--- src/rtl/udc_btn_cond.sv ---
// udc_btn_cond: push-button conditioner for the up/down counter.
// Turns two raw, bouncing buttons into a one-cycle count-step pulse
// (with optional auto-repeat), a toggling direction level, and the
// debounced step-button level. All outputs are registered on clock.

`timescale 1ns/1ps

// Two-flop synchronizer followed by a consecutive-disagreement debouncer.
// level      : registered debounced level
// level_next : value level takes on the coming edge, so edge detectors
//              downstream can register their reaction on that same edge
module udc_btn_cond_deb #(
  parameter int DEB_CYCLES = 16
) (
  input  logic clock,
  input  logic reset,
  input  logic raw,
  output logic level,
  output logic level_next
);

  localparam int CW = $clog2(DEB_CYCLES) + 1;

  logic          q1_r;
  logic          q2_r;
  logic          level_r;
  logic          level_s;
  logic [CW-1:0] cnt_r;
  logic [CW-1:0] cnt_s;

  // Bring the asynchronous button into the clock domain.
  always_ff @(posedge clock) begin
    if (!reset) begin
      q1_r <= 1'b0;
      q2_r <= 1'b0;
    end else begin
      q1_r <= raw;
      q2_r <= q1_r;
    end
  end

  // Count consecutive edges where the synchronized input disagrees with
  // the debounced level; flip the level on the DEB_CYCLES-th one.
  always_comb begin
    cnt_s   = {CW{1'b0}};
    level_s = level_r;
    if (q2_r != level_r) begin
      if (cnt_r == CW'(DEB_CYCLES - 1)) begin
        level_s = q2_r;
        cnt_s   = {CW{1'b0}};
      end else begin
        cnt_s   = cnt_r + {{(CW-1){1'b0}}, 1'b1};
      end
    end else begin
      cnt_s = {CW{1'b0}};
    end
  end

  // Debounce counter and level registers.
  always_ff @(posedge clock) begin
    if (!reset) begin
      cnt_r   <= {CW{1'b0}};
      level_r <= 1'b0;
    end else begin
      cnt_r   <= cnt_s;
      level_r <= level_s;
    end
  end

  assign level      = level_r;
  assign level_next = level_s;

endmodule

module udc_btn_cond #(
  parameter int DEB_CYCLES   = 16,
  parameter int REPEAT_DELAY = 64,
  parameter int REPEAT_RATE  = 16
) (
  input  logic clock,
  input  logic reset,
  input  logic btn_step,
  input  logic btn_dir,
  input  logic repeat_en,
  output logic step_pulse,
  output logic updown,
  output logic step_held
);

  // Timer needs to hold REPEAT_DELAY itself: that value is the
  // "saturated, repeat locked out" marker, one past the firing point.
  localparam int TMR_MAX = (REPEAT_DELAY > REPEAT_RATE) ? REPEAT_DELAY : REPEAT_RATE;
  localparam int TW      = $clog2(TMR_MAX + 1);

  localparam logic [TW-1:0] DLY_LAST = TW'(REPEAT_DELAY - 1);
  localparam logic [TW-1:0] RATE_LAST = TW'(REPEAT_RATE - 1);
  localparam logic [TW-1:0] TMR_SAT  = TW'(REPEAT_DELAY);
  localparam logic [TW-1:0] TMR_ONE  = TW'(1);

  typedef enum logic [1:0] {
    ST_IDLE   = 2'd0,
    ST_HELD   = 2'd1,
    ST_REPEAT = 2'd2
  } state_t;

  logic          step_lvl_s;
  logic          step_nxt_s;
  logic          dir_lvl_s;
  logic          dir_nxt_s;
  logic          step_rise_s;
  logic          step_fall_s;
  logic          dir_rise_s;

  state_t        state_r;
  state_t        state_s;
  logic [TW-1:0] tmr_r;
  logic [TW-1:0] tmr_s;
  logic          pulse_s;
  logic          step_pulse_r;
  logic          updown_r;
  logic          step_held_r;

  udc_btn_cond_deb #(.DEB_CYCLES(DEB_CYCLES)) u_deb_step (
    .clock      (clock),
    .reset      (reset),
    .raw        (btn_step),
    .level      (step_lvl_s),
    .level_next (step_nxt_s)
  );

  udc_btn_cond_deb #(.DEB_CYCLES(DEB_CYCLES)) u_deb_dir (
    .clock      (clock),
    .reset      (reset),
    .raw        (btn_dir),
    .level      (dir_lvl_s),
    .level_next (dir_nxt_s)
  );

  // Edges of the debounced levels, seen on the edge they are registered.
  assign step_rise_s = step_nxt_s & ~step_lvl_s;
  assign step_fall_s = ~step_nxt_s & step_lvl_s;
  assign dir_rise_s  = dir_nxt_s & ~dir_lvl_s;

  // Step FSM: next state, hold timer and pulse request.
  always_comb begin
    state_s = state_r;
    tmr_s   = tmr_r;
    pulse_s = 1'b0;
    case (state_r)
      ST_IDLE: begin
        tmr_s = {TW{1'b0}};
        if (step_rise_s) begin
          pulse_s = 1'b1;
          state_s = ST_HELD;
        end else begin
          state_s = ST_IDLE;
        end
      end
      ST_HELD: begin
        if (step_fall_s) begin
          state_s = ST_IDLE;
          tmr_s   = {TW{1'b0}};
        end else if (tmr_r == DLY_LAST) begin
          if (repeat_en) begin
            pulse_s = 1'b1;
            tmr_s   = {TW{1'b0}};
            state_s = ST_REPEAT;
          end else begin
            tmr_s = TMR_SAT;
          end
        end else if (tmr_r >= TMR_SAT) begin
          tmr_s = TMR_SAT;
        end else begin
          tmr_s = tmr_r + TMR_ONE;
        end
      end
      ST_REPEAT: begin
        if (step_fall_s) begin
          state_s = ST_IDLE;
          tmr_s   = {TW{1'b0}};
        end else if (!repeat_en) begin
          state_s = ST_HELD;
          tmr_s   = TMR_SAT;
        end else if (tmr_r == RATE_LAST) begin
          pulse_s = 1'b1;
          tmr_s   = {TW{1'b0}};
        end else begin
          tmr_s = tmr_r + TMR_ONE;
        end
      end
      default: begin
        state_s = ST_IDLE;
        tmr_s   = {TW{1'b0}};
      end
    endcase
  end

  // Step FSM state, hold timer and registered step pulse.
  always_ff @(posedge clock) begin
    if (!reset) begin
      state_r      <= ST_IDLE;
      tmr_r        <= {TW{1'b0}};
      step_pulse_r <= 1'b0;
    end else begin
      state_r      <= state_s;
      tmr_r        <= tmr_s;
      step_pulse_r <= pulse_s;
    end
  end

  // Direction toggles on each debounced press; step_held mirrors the level.
  always_ff @(posedge clock) begin
    if (!reset) begin
      updown_r    <= 1'b1;
      step_held_r <= 1'b0;
    end else begin
      updown_r    <= dir_rise_s ? ~updown_r : updown_r;
      step_held_r <= step_nxt_s;
    end
  end

  assign step_pulse = step_pulse_r;
  assign updown     = updown_r;
  assign step_held  = step_held_r;

endmodule
--- config.mk ---
export PLATFORM = sky130hd
export DESIGN_NAME = udc_btn_cond
export DESIGN_NICKNAME = d
export VERILOG_FILES = /design/src/rtl/udc_btn_cond.sv
export SDC_FILE = /design/constraint.sdc
export NUM_CORES = 1
export LEC_CHECK = 0
export ABC_AREA = 1
export CAP_MARGIN = 5
export CORE_MARGIN = 3
export CORE_UTILIZATION = 51
export DETAILED_ROUTE_END_ITERATION = 12
export GPL_TIMING_DRIVEN = 0
export PLACE_DENSITY = 0.85
export RECOVER_POWER = 50
export SLEW_MARGIN = 25
export SYNTH_ARGS = -nofsm -noshare
export SYNTH_HDL_FRONTEND = slang
export SYNTH_SLANG_ARGS = --single-unit
export TNS_END_PERCENT = 100
--- constraint.sdc ---
create_clock -name clock -period 1.51 [get_ports clock]
set_input_delay 0.302 -clock clock [delete_from_list [all_inputs] [get_ports clock]]
set_output_delay 0.302 -clock clock [all_outputs]
set_load 0.02 [all_outputs]
## Word-level counts from Yosys, hierarchy flattened

Cells that the tools add are included.

| operators by class | value |
|---|---|
| magnitude comparators | 1 |
| muxes and demuxes | 27 |
| bitwise operators | 10 |
| add/subtract/negate cells | 3 |
| reduce and logical (&&, ||, !) cells | 4 |
| eq/ne operators | 11 |

Operators by type and width:

| operator | number |
|---|---|
| 7-bit 2-to-1 mux | 7 |
| 7-bit one-hot mux with 2 select lines | 1 |
| 1-bit 2-to-1 mux | 12 |
| 5-bit by 1-bit adder with 5-bit output, second input constant | 2 |
| 5-bit by 4-bit equality test with 1-bit output, second input constant | 2 |
| 2-bit 2-to-1 mux | 5 |
| 3-bit inequality test, second input constant | 3 |
| 7-bit by 1-bit adder with 7-bit output, second input constant | 1 |
| 7-bit by 4-bit equality test with 1-bit output, second input constant | 1 |
| 7-bit by 6-bit equality test with 1-bit output, second input constant | 1 |
| 7-bit >= comparator, second input constant | 1 |
| 1-bit inverter | 7 |
| 2-bit one-hot mux with 3 select lines | 1 |
| 3-bit OR reduction | 2 |
| 1-bit AND | 3 |
| 1-bit one-hot mux with 3 select lines | 1 |
| 3-bit AND reduction | 1 |
| 2-bit by 1-bit equality test with 1-bit output, second input constant | 1 |
| 2-bit equality test, second input constant | 1 |
| 2-bit zero test | 1 |
| 1-bit inequality test | 2 |

| storage, ports and cells | value |
|---|---|
| register bits | 27 |

## Longest topological paths before layout

Gate-level depths: netlist (run 1).

| depth | value |
|---|---|
| depth in word-level cells | 7 |
| depth in mapped cells | 12 |
| mapped depth without buffers | 12 |

## By module

A second synthesis (run 1) with hierarchy kept.

| unflattened totals | value |
|---|---|
| cells, all modules | 178 |
| area, all modules | 1383.8 um^2 |

Modules (own cells, without submodules):

| module | instances | area each (um^2) | sequential area each (um^2) | cells an instance |
|---|---|---|---|---|
| udc_btn_cond | 1 | 743.2 | 240.2 | 100 |
| udc_btn_cond_deb | 2 | 320.3 | 160.2 | 39 |

## Least setup slack after synthesis (run 1)

OpenSTA, ideal clock, no wires.

| timing path | value |
|---|---|
| path kind | register to register |
| start point | reg u_deb_step.cnt_r[0] |
| end point | reg state_r[0] |
| data arrival time | 1.398 ns |
| stages on the path, launching flop included | 13 |
| setup time | 0.113 ns |
| buffers on the path | 0 |
| clock period less this slack | 1.511 ns |
| slack | -0.001 ns |
| cells stage by stage | dfxtp_1 > ha_1 > nand2_1 > nor2_1 > ha_1 > nand3_1 > nand2_2 > nor2_4 > inv_1 > nand2_2 > nand2_1 > nand2_1 > nor2_1 |

| between the ends | value |
|---|---|
| word-level cells in the longest chain between the ends | 7 |
| elaborated cells between the ends (all ways) | 14 |
| classes of those cells | eq/ne: 4; mux: 6; bitwise: 3; reduce/logical: 1 |

RTL lines:

| item | RTL line | source |
|---|---|---|
| from (decl) | 28 | `logic [CW-1:0] cnt_r;` |
| from (signal assigned) | 62 | `cnt_r <= {CW{1'b0}};` |
| from (signal assigned) | 65 | `cnt_r <= cnt_s;` |
| 5-bit by 4-bit equality test with 1-bit output (*) | 48 | `if (cnt_r == CW'(DEB_CYCLES - 1)) begin` |
| 1-bit 2-to-1 mux (*) | 48 |  |
| 1-bit 2-to-1 mux (*) | 47 | `if (q2_r != level_r) begin` |
| 1-bit inverter | 141 | `assign step_fall_s = ~step_nxt_s & step_lvl_s;` |
| 1-bit AND | 141 |  |
| 3-bit inequality test (no source line) (tied with other cells) | -- |  |
| 3-bit AND reduction (no source line) or 2-bit one-hot mux with 3 select lines (tied branches) | -- |  |
| to (signal assigned) | 205 | `state_r <= state_s;` |
| to (decl) | 114 | `state_t state_r;` |

Every way passes the cells marked *; elsewhere a longest branch is shown, timed or not.
A chain may end at the register's enable or synchronous reset.

## Worst setup path in the final report (run 1)

| timing path | value |
|---|---|
| start point | reg u_deb_step.cnt_r[0] |
| end point | reg u_deb_step.cnt_r[2] |

| between the ends | value |
|---|---|
| word-level cells in the longest chain between the ends | 2 |
| elaborated cells between the ends (all ways) | 3 |
| classes of those cells | add/sub: 1; eq/ne: 1; reduce/logical: 1 |

RTL lines:

| item |
|---|
| parallel branches: the longest is 2 deep, another holds 5-bit by 1-bit adder with 5-bit output |

Several ways; the timed one is not identified.

==> results.ini, run 1 <==
[outcome]
status=complete, but fails checks
violations=setup timing

[detailed_routing]
drc=0
drt-met1-wl_um=949
wl_um=2439
ant_nets=0
first_iter_violations=25
wire_per_inst_um=11.56
via_per_inst=4.943
first_pass_iters=4
vias=1043
dr_wl_met3_um=43
met2_length_um=1434
maxUsedRoutingLayer=met4

[worst_setup_path]
crit_end=u_deb_step.cnt_r[2]
cp_common_cell=ha_4
path_cells=ha_4, nand2_4, nor2_4, ha_4, buf_6, a21oi_2, o211ai_1, nor3b_1
path_delay_family=flip-flops
end_kind=flip-flop
cp.arrival_ns=1.78
r2r-end=u_deb_step.cnt_r[2]
slowest_delay_ns=0.36
cp.depth=8
worstSetupStartpoint=u_deb_step.cnt_r[0]
ff2ff_path_depth=8
critPathKind=flip-flop to flip-flop
path_buf_inv=1
timing.rr.start=u_deb_step.cnt_r[0]
worst_path_max_delay_cell=dfxtp_2
crit_fanout=5
reg2reg_slack_ns=-0.02
cp.required_ns=1.75
start_kind=flip-flop

[sta]
postLayoutSetupSlackWorst_ns=-0.02439
tns_ns=-0.04051
skew_ns=0.007416
timing.hold.ws_ns=0.1935
slew_viol_final=0
period_share=1.016
hold_violations=0
rsz0062_at_grt=yes
finalCriticalPeriod_ns=1.534
max_freq_mhz=651.7
tightestPinTransition_ns=0.4086
max-slew-margin-rel=0.7264
finalSetupViolations=4

[global_route]
gr-total-overflow=0
grt_pass1_wl_um=4050
grt_pass1_vias=1059
grt_antenna_before_repair=0
track_usage=0.1623
grt_max_degree=15

[cts]
worst_setup_hold_path_clk_slew_ns=0.14
cts.htree.levels=1
clock-root-buffer=clkbuf_4
cts_hold_buf=0
clock_path_buffers=2
clock_latency_ns=0.32
cts_num_sinks=27
cts_buffers=3
cts_tree=done

[layout]
n_antenna_cell=0
multiInputGateArea_um2=698.2
drive_gt1_frac=0.2514
area_delta_synth_final_pct=24.38
final_nets=199
nFillCells=185
ff_latch_area_um2=543.0

[power_and_ir_drop]
p_leak_nw=0.6624
cellPowerDensity_mw_per_mm2=682.5
power_mw=1.063
vdd.ir_drop.worst_uv=506.1

[floorplan]
coreArea_mm2=0.002276
ios=8
start_util=0.5503
die_w_um=55.56
die_h_um=55.56
rows=17
dieArea_mm2=0.003086

[yosys]
syn_area_mm2=0.001252
netlist_top_cells_count=inv_1, nand2_1, dfxtp_1
yosysMostFrequentCell=inv_1
synthCells=163
synth_cell_type_count=20
synth-seq-cells=27
synthesis.nets=178
yosysTopAreaCell=dfxtp_1
synth_edf_count=0
synth.top_cell.area_share=0.4316
avgSynthCellArea_um2=7.684
async_flop_share=0
synth_top_flop_cell=dfxtp_1
yosys-top-cells-area=dfxtp_1, ha_1, inv_1
yosysWarningCount=0
seq_area_frac_synth=0.4316

[run]
cap_violations=0

[hold_path]
min_path_type=input port to flip-flop

[place]
numPortBuffers=6
place.gp.congestion=0.7827
hpwl_um=1744

worst min path at each step:
stage,cells after the start,end,from
3_3_place_gp,2,u_deb_step.q2_r,u_deb_step.q1_r
4_1_cts,3,u_deb_dir.q1_r,reset
5_1_grt,3,u_deb_dir.q1_r,reset
6_report,3,u_deb_step.q2_r,reset
2_1_floorplan,2,u_deb_dir.q2_r,u_deb_dir.q1_r
3_5_place_dp,2,u_deb_step.q2_r,u_deb_step.q1_r
timing repair:
action,CTS,global route
endpoints found under the hold margin,0,0
resized for setup,18,16
endpoints found under the setup margin,16,15
pin swaps,9,12
buffers inserted,5,5
logic make-up after synthesis:
family | after synthesis | share of synthesized area
simple gates | 75 | 0.2747
flops | 27 | 0.4316
compound gates | 20 | 0.09091
fa+ha+maj | 10 | 0.09990
xor+xnor | 1 | 0.006994
buf+inv | 30 | 0.09590
worst register-to-register path: stages, from the launching register on:
cell and delay [ns]:
dfxtp_2 0.36, ha_4 0.16, nand2_4 0.07, nor2_4 0.04, ha_4 0.17, buf_6 0.12
a21oi_2 0.09, o211ai_1 0.18, nor3b_1 0.25
power breakdown:
group / total [mW] / leakage [nW] / internal, mW / switching (mW)
sequential: 0.723 / 0.219 / 0.719 / 0.00385
combinational: 0.0372 / 0.428 / 0.0174 / 0.0197
clock: 0.303 / 0.0150 / 0.103 / 0.200
state kept, by name, indices dropped and copies added (netlist names):
register          count
state_r               2
step_held             1
step_pulse            1
tmr_r                 7
u_deb_dir.cnt_r       5
u_deb_dir.level       1
u_deb_dir.q1_r        1
u_deb_dir.q2_r        1
u_deb_step.cnt_r      5
u_deb_step.q1_r       1
u_deb_step.q2_r       1
updown                1
stage by stage:
stage / instances / utilization / cell area, um^2 / setup WS, ns
after floorplan: 163 / - / 1257 / 0.01350
after global placement: 197 / 0.5943 / 1353 / -0.1368
after detailed placement: 197 / 0.5943 / 1353 / -0.1965
after CTS: 206 / 0.6427 / 1463 / -0.03245
after global routing: 211 / 0.6844 / 1558 / -0.1606
final: 211 / 0.6844 / 1558 / -0.02439
metal layers:
layer	GRT usage	vias to the layer above
met5	0	-
met4	0.07292	0
met3	0.02804	2
met2	0.3209	7
met1	0.1599	482
li1	-	552
placed cells by master, fill, tap and decap left out, types with 4 or more instances in the layout:
cell / instances
inv_1: 27
buf_4: 9
ha_1: 7
nand3_2: 4
nand3_1: 6
nor2_1: 19
nand2_1: 24
a21oi_1: 6
dfxtp_1: 25
o21ai_0: 6
nand2_2: 7
final cells by class:
cell class | count | share of cell area
sequential | 27 | 0.3486
inverter | 29 | 0.06988
clock buffer | 4 | 0.01687
tap | 28 | 0.02249
multi-input combinational | 106 | 0.4482
buffer | 1 | 0.007229
timing repair buffer | 16 | 0.08675
Note: power is estimated with default switching activity, not from simulation.
==> run 2, diff against run 1 <==
ABC_CLOCK_PERIOD_IN_PS = 1800   (was default)
CORE_UTILIZATION = 61   (was 51)
PLACE_DENSITY = 0.94   (was 0.85)
clock period = 1.8 ns   (was 1.51 ns; I/O delays follow)
==> run 2 against run 1 <==
  * The run now ends clean
  * Utilization increased by 8.0 points
  * Final area decreased by 9.7%
  * Combinational power decreased by 24%
  * Die area decreased by 15%
  * Clock power decreased by 16%
  * Setup slack improved by 0.088 ns
  * Register-to-register slack improved by 0.19 ns
  * Flip-flop and latch count unchanged
  * Wire length decreased by 11%
  * Via count decreased by 3.4%
==> results.ini, run 2 (synthesized netlist as in run 1, its figures left out) <==
[floorplan]
die_w_um=51.31
rows=15
coreArea_mm2=0.001839
ios=8
die_h_um=51.31
start_util=0.6810
dieArea_mm2=0.002633

[layout]
most-common-layout-cells=inv_1, nand2_1, dfxtp_1
drive_gt1_frac=0.1257
final_common_cell=inv_1
n_antenna_cell=0
largest_reg_flops=7
multiInputGateArea_um2=609.3
area_delta_synth_final_pct=12.29
nFillCells=141
top_regs=tmr_r (7), u_deb_dir.cnt_r (5), u_deb_step.cnt_r (5)
fin_util=0.7646
ff_latch_area_um2=543.0
final_nets=191
stdcell_count=200
top_register=tmr_r

[sta]
postLayoutSetupSlackWorst_ns=0.06312
skew_ns=0.01028
tightestPinTransition_ns=0.3931
rsz0062_at_grt=yes
finalSetupViolations=0
slew_viol_final=0
hold_violations=0
period_share=0.9649
finalCriticalPeriod_ns=1.737
timing.hold.ws_ns=0.2393
max-slew-margin-rel=0.7367
max_freq_mhz=575.7

[power_and_ir_drop]
p_leak_nw=0.6066
cellPowerDensity_mw_per_mm2=633.2
vdd.ir_drop.worst_uv=506.4

[cts]
clock-root-buffer=clkbuf_4
cts.htree.levels=1
cts_buffers=3
clock_path_buffers=2
cts_tree=done
clock_latency_ns=0.33
worst_setup_hold_path_clk_slew_ns=0.14
cts_num_sinks=27
cts_hold_buf=0

[global_route]
track_usage=0.1962
grt_max_degree=16
grt_pass1_wl_um=3774
grt_pass1_vias=964
grt_antenna_before_repair=0
gr-total-overflow=0

[detailed_routing]
via_per_inst=5.040
drc=0
first_iter_violations=18
wire_per_inst_um=10.91
wl_um=2182
vias=1008
first_pass_iters=5
ant_nets=0

[hold_path]
min_path_type=input port to flip-flop
hold_end=u_deb_dir.q2_r
hold_start=reset
min_path_cells=3

[place]
numPortBuffers=6
pre_cts_slack_ns=0.04893
dp_cells=194
hpwl_um=1711
place.gp.congestion=0.8074

[worst_setup_path]
crit_fanout=4
timing.rr.start=u_deb_step.cnt_r[1]
path_buf_inv=1
reg2reg_slack_ns=0.17
worst_path_max_delay_cell=clkdlybuf4s50_1
ff2ff_path_depth=11
cp.required_ns=1.44
path_cells=clkdlybuf4s50_1
r2r-end=tmr_r[3]
start_kind=flip-flop
slowest_delay_ns=0.63
end_kind=output pin
path_delay_family=buffers and inverters
cp.arrival_ns=1.38
critPathKind=flip-flop to output pin

[outcome]
status=finished, final reports clean

[run]
cap_violations=0

run 2: routing by layer:
layer / vias up / share of wire / track usage
met5: - / 0 / 0
li1: 532 / - / -
met3: 6 / 0.029 / 0.03499
met1: 449 / 0.42 / 0.2015
met4: 0 / 0.024 / 0.1223
met2: 21 / 0.52 / 0.3627
run 2: layout make-up:
cell class,count,share of cell area
multi-input combinational,106,0.4333
sequential,27,0.3861
inverter,29,0.07740
timing repair buffer,8,0.05338
tap,25,0.02224
clock buffer,3,0.01601
buffer,1,0.008007
clock inverter,1,0.003559
run 2: repair_timing:
action / 4_1_cts / 5_1_grt
gates resized for setup: 0 / 7
setup endpoints to repair: 0 / 8
buffers inserted: 0 / 2
run 2: worst max-delay path by stage:
stage | slack [ns] | to | startpoint | cells after the start
after detailed placement | 0.05 | tmr_r[3] | u_deb_step.cnt_r[0] | 11
after global routing | -0.02 | tmr_r[5] | u_deb_step.cnt_r[1] | 11
after global placement | 0.15 | tmr_r[0] | u_deb_step.cnt_r[0] | 11
after CTS | 0.03 | tmr_r[3] | u_deb_step.cnt_r[0] | 11
final | 0.06 | step_held | step_held | 1
after floorplan | 0.29 | state_r[0] | u_deb_step.cnt_r[0] | 12
run 2: power by group:
group | total (mW) | switching (mW) | internal [mW]
clock | 0.256 | 0.173 | 0.0835
sequential | 0.606 | 0.00272 | 0.603
combinational | 0.0282 | 0.0154 | 0.0128
run 2: metrics by stage:
step                area (um^2)  power, mW  TNS (ns)
global placement           1344     0.6450         0
CTS                        1371     0.8991         0
floorplan                  1252     0.6353         0
detailed placement         1344     0.6471         0
global route               1406     0.9343  -0.04101
finish                     1406     0.8904         0
==> run 3, diff against run 2 <==
SLEW_MARGIN = 20   (was 25)
TNS_END_PERCENT = default   (was 100)
==> results of run 3 <==
Final layout, timing and power as in run 2 (identical DEF).
==> edit: new RTL, config.mk and constraints of run 2 <==
`DEB_CYCLES` is set to 16 in 2 places; all go to 32.
--- a/src/rtl/udc_btn_cond.sv
+++ b/src/rtl/udc_btn_cond.sv
@@ -12,3 +12,3 @@
 module udc_btn_cond_deb #(
-  parameter int DEB_CYCLES = 16
+  parameter int DEB_CYCLES = 32
 ) (
@@ -75,3 +75,3 @@
 module udc_btn_cond #(
-  parameter int DEB_CYCLES   = 16,
+  parameter int DEB_CYCLES   = 32,
   parameter int REPEAT_DELAY = 64,
Formal check against the unedited RTL: no difference found for any inputs over 10 cycles, from zero or initial values and one cycle with reset low; that may be too few to reach the edited logic, so the function may still have changed.
==> edit against run 2 <==
Routed wire length up 13%. Area after synthesis up 13%. Setup slack better by 76 ps. First-iteration DRC count up 22%. Power up 17%. Combinational power down 14%. Sequential cell count up 2. Clock power up 43%. Cell area up 8.7%.
==> edit: results <==
[worst_hold_path]
min_to = updown
hold_depth = 2
min_path_type = primary input to register

[synthesis]
synth_commonest_cells = 29 x dfxtp_1, 29 x nand2_1, 26 x inv_1, 22 x nor2_1
synth_area_leaders = dfxtp_1 41%, ha_1 8.0%, nand2_1 7.7%
synth.avg_cell_area_um2 = 7.80
yosysUniqueCellTypes = 28
synth-xor-area-share_pct = 2.48
synth_edf_count = 0
yosysSeqAreaShare_pct = 41.1
synthAdderAreaFrac_pct = 7.98
synth_nets = 195

[global_routing]
use_met2_pct = 35.9
global_route.usage.met1_pct = 22.3
grt_max_degree = 10
met3_usage_pct = 7.76
grt_usage_pct = 20.8

[routing]
wirelength_met1_um = 1100
drtIter0Drc = 22
first_pass_iters = 4
wl_per_cell_um = 11.1
vias = 1120
wl_met3_um = 86

[clock_network]
numCtsBuffers = 5
path_clk_slew_ps = 90

[sta]
holdWs_ps = 280
skew_ps = 6.89
maxSlewHeadroom_pct = 62.0
finalCritPeriodShare_pct = 92.3

[pwr]
total_leakage_power_nw = 0.638
ir_worst_vdd_v = 0.000601

[setup_path]
timing.rr.end = tmr_r[6]
r2r_slack_ps = 140
crit_arrival_ps = 1300
reg2reg_from = tmr_r[0]
critical_path.top_delay_family = buffers and inverters
path_max_fanout = 3
crit_start = updown
worstSetupEndpoint = updown

[layout]
nets = 208
n_fill_cell = 171
layoutNonFillerInstCount = 222
multi_input_area_um2 = 678
reg_top3 = tmr_r: 7 flops, u_deb_dir.cnt_r: 6 flops, u_deb_step.cnt_r: 6 flops
drive_gt1_share_pct = 14.4
n_antenna_cell = 0

[placed_design]
dp_hpwl_um = 1920
place_area_mm2 = 0.00151
place_ws_ps = 105

[run_status]
status = complete, no violations
==> edit: changes by cell type in the layout (fill, tap and decap cells not counted), sizes merged, moves of 2 or more <==
cell	change
dfxtp	+2
clkbuf	+3
a21oi	+2
nand3	+2
xor2	+2
nor2	+4
buf	-2
nor3	+2
clkinv	+2
==> edit: where the power goes <==
part           total (mW)  leakage, nW  internal, mW  switching, mW
Combinational      0.0243        0.370        0.0108         0.0135
Sequential          0.650        0.236         0.647        0.00346
Clock               0.365       0.0320         0.148          0.217
Total                1.04        0.638         0.806          0.234
==> edit: area by class of cell <==
| class | instances | share of cell area, % |
|---|---|---|
| well taps | 27 | 2.21 |
| inverters | 31 | 7.61 |
| plain buffers | 1 | 0.491 |
| clock inverters | 2 | 0.655 |
| repair buffers | 6 | 3.85 |
| multi-input cells | 120 | 44.4 |
| flip-flops and latches | 29 | 38.1 |
| clock buffers | 6 | 2.70 |
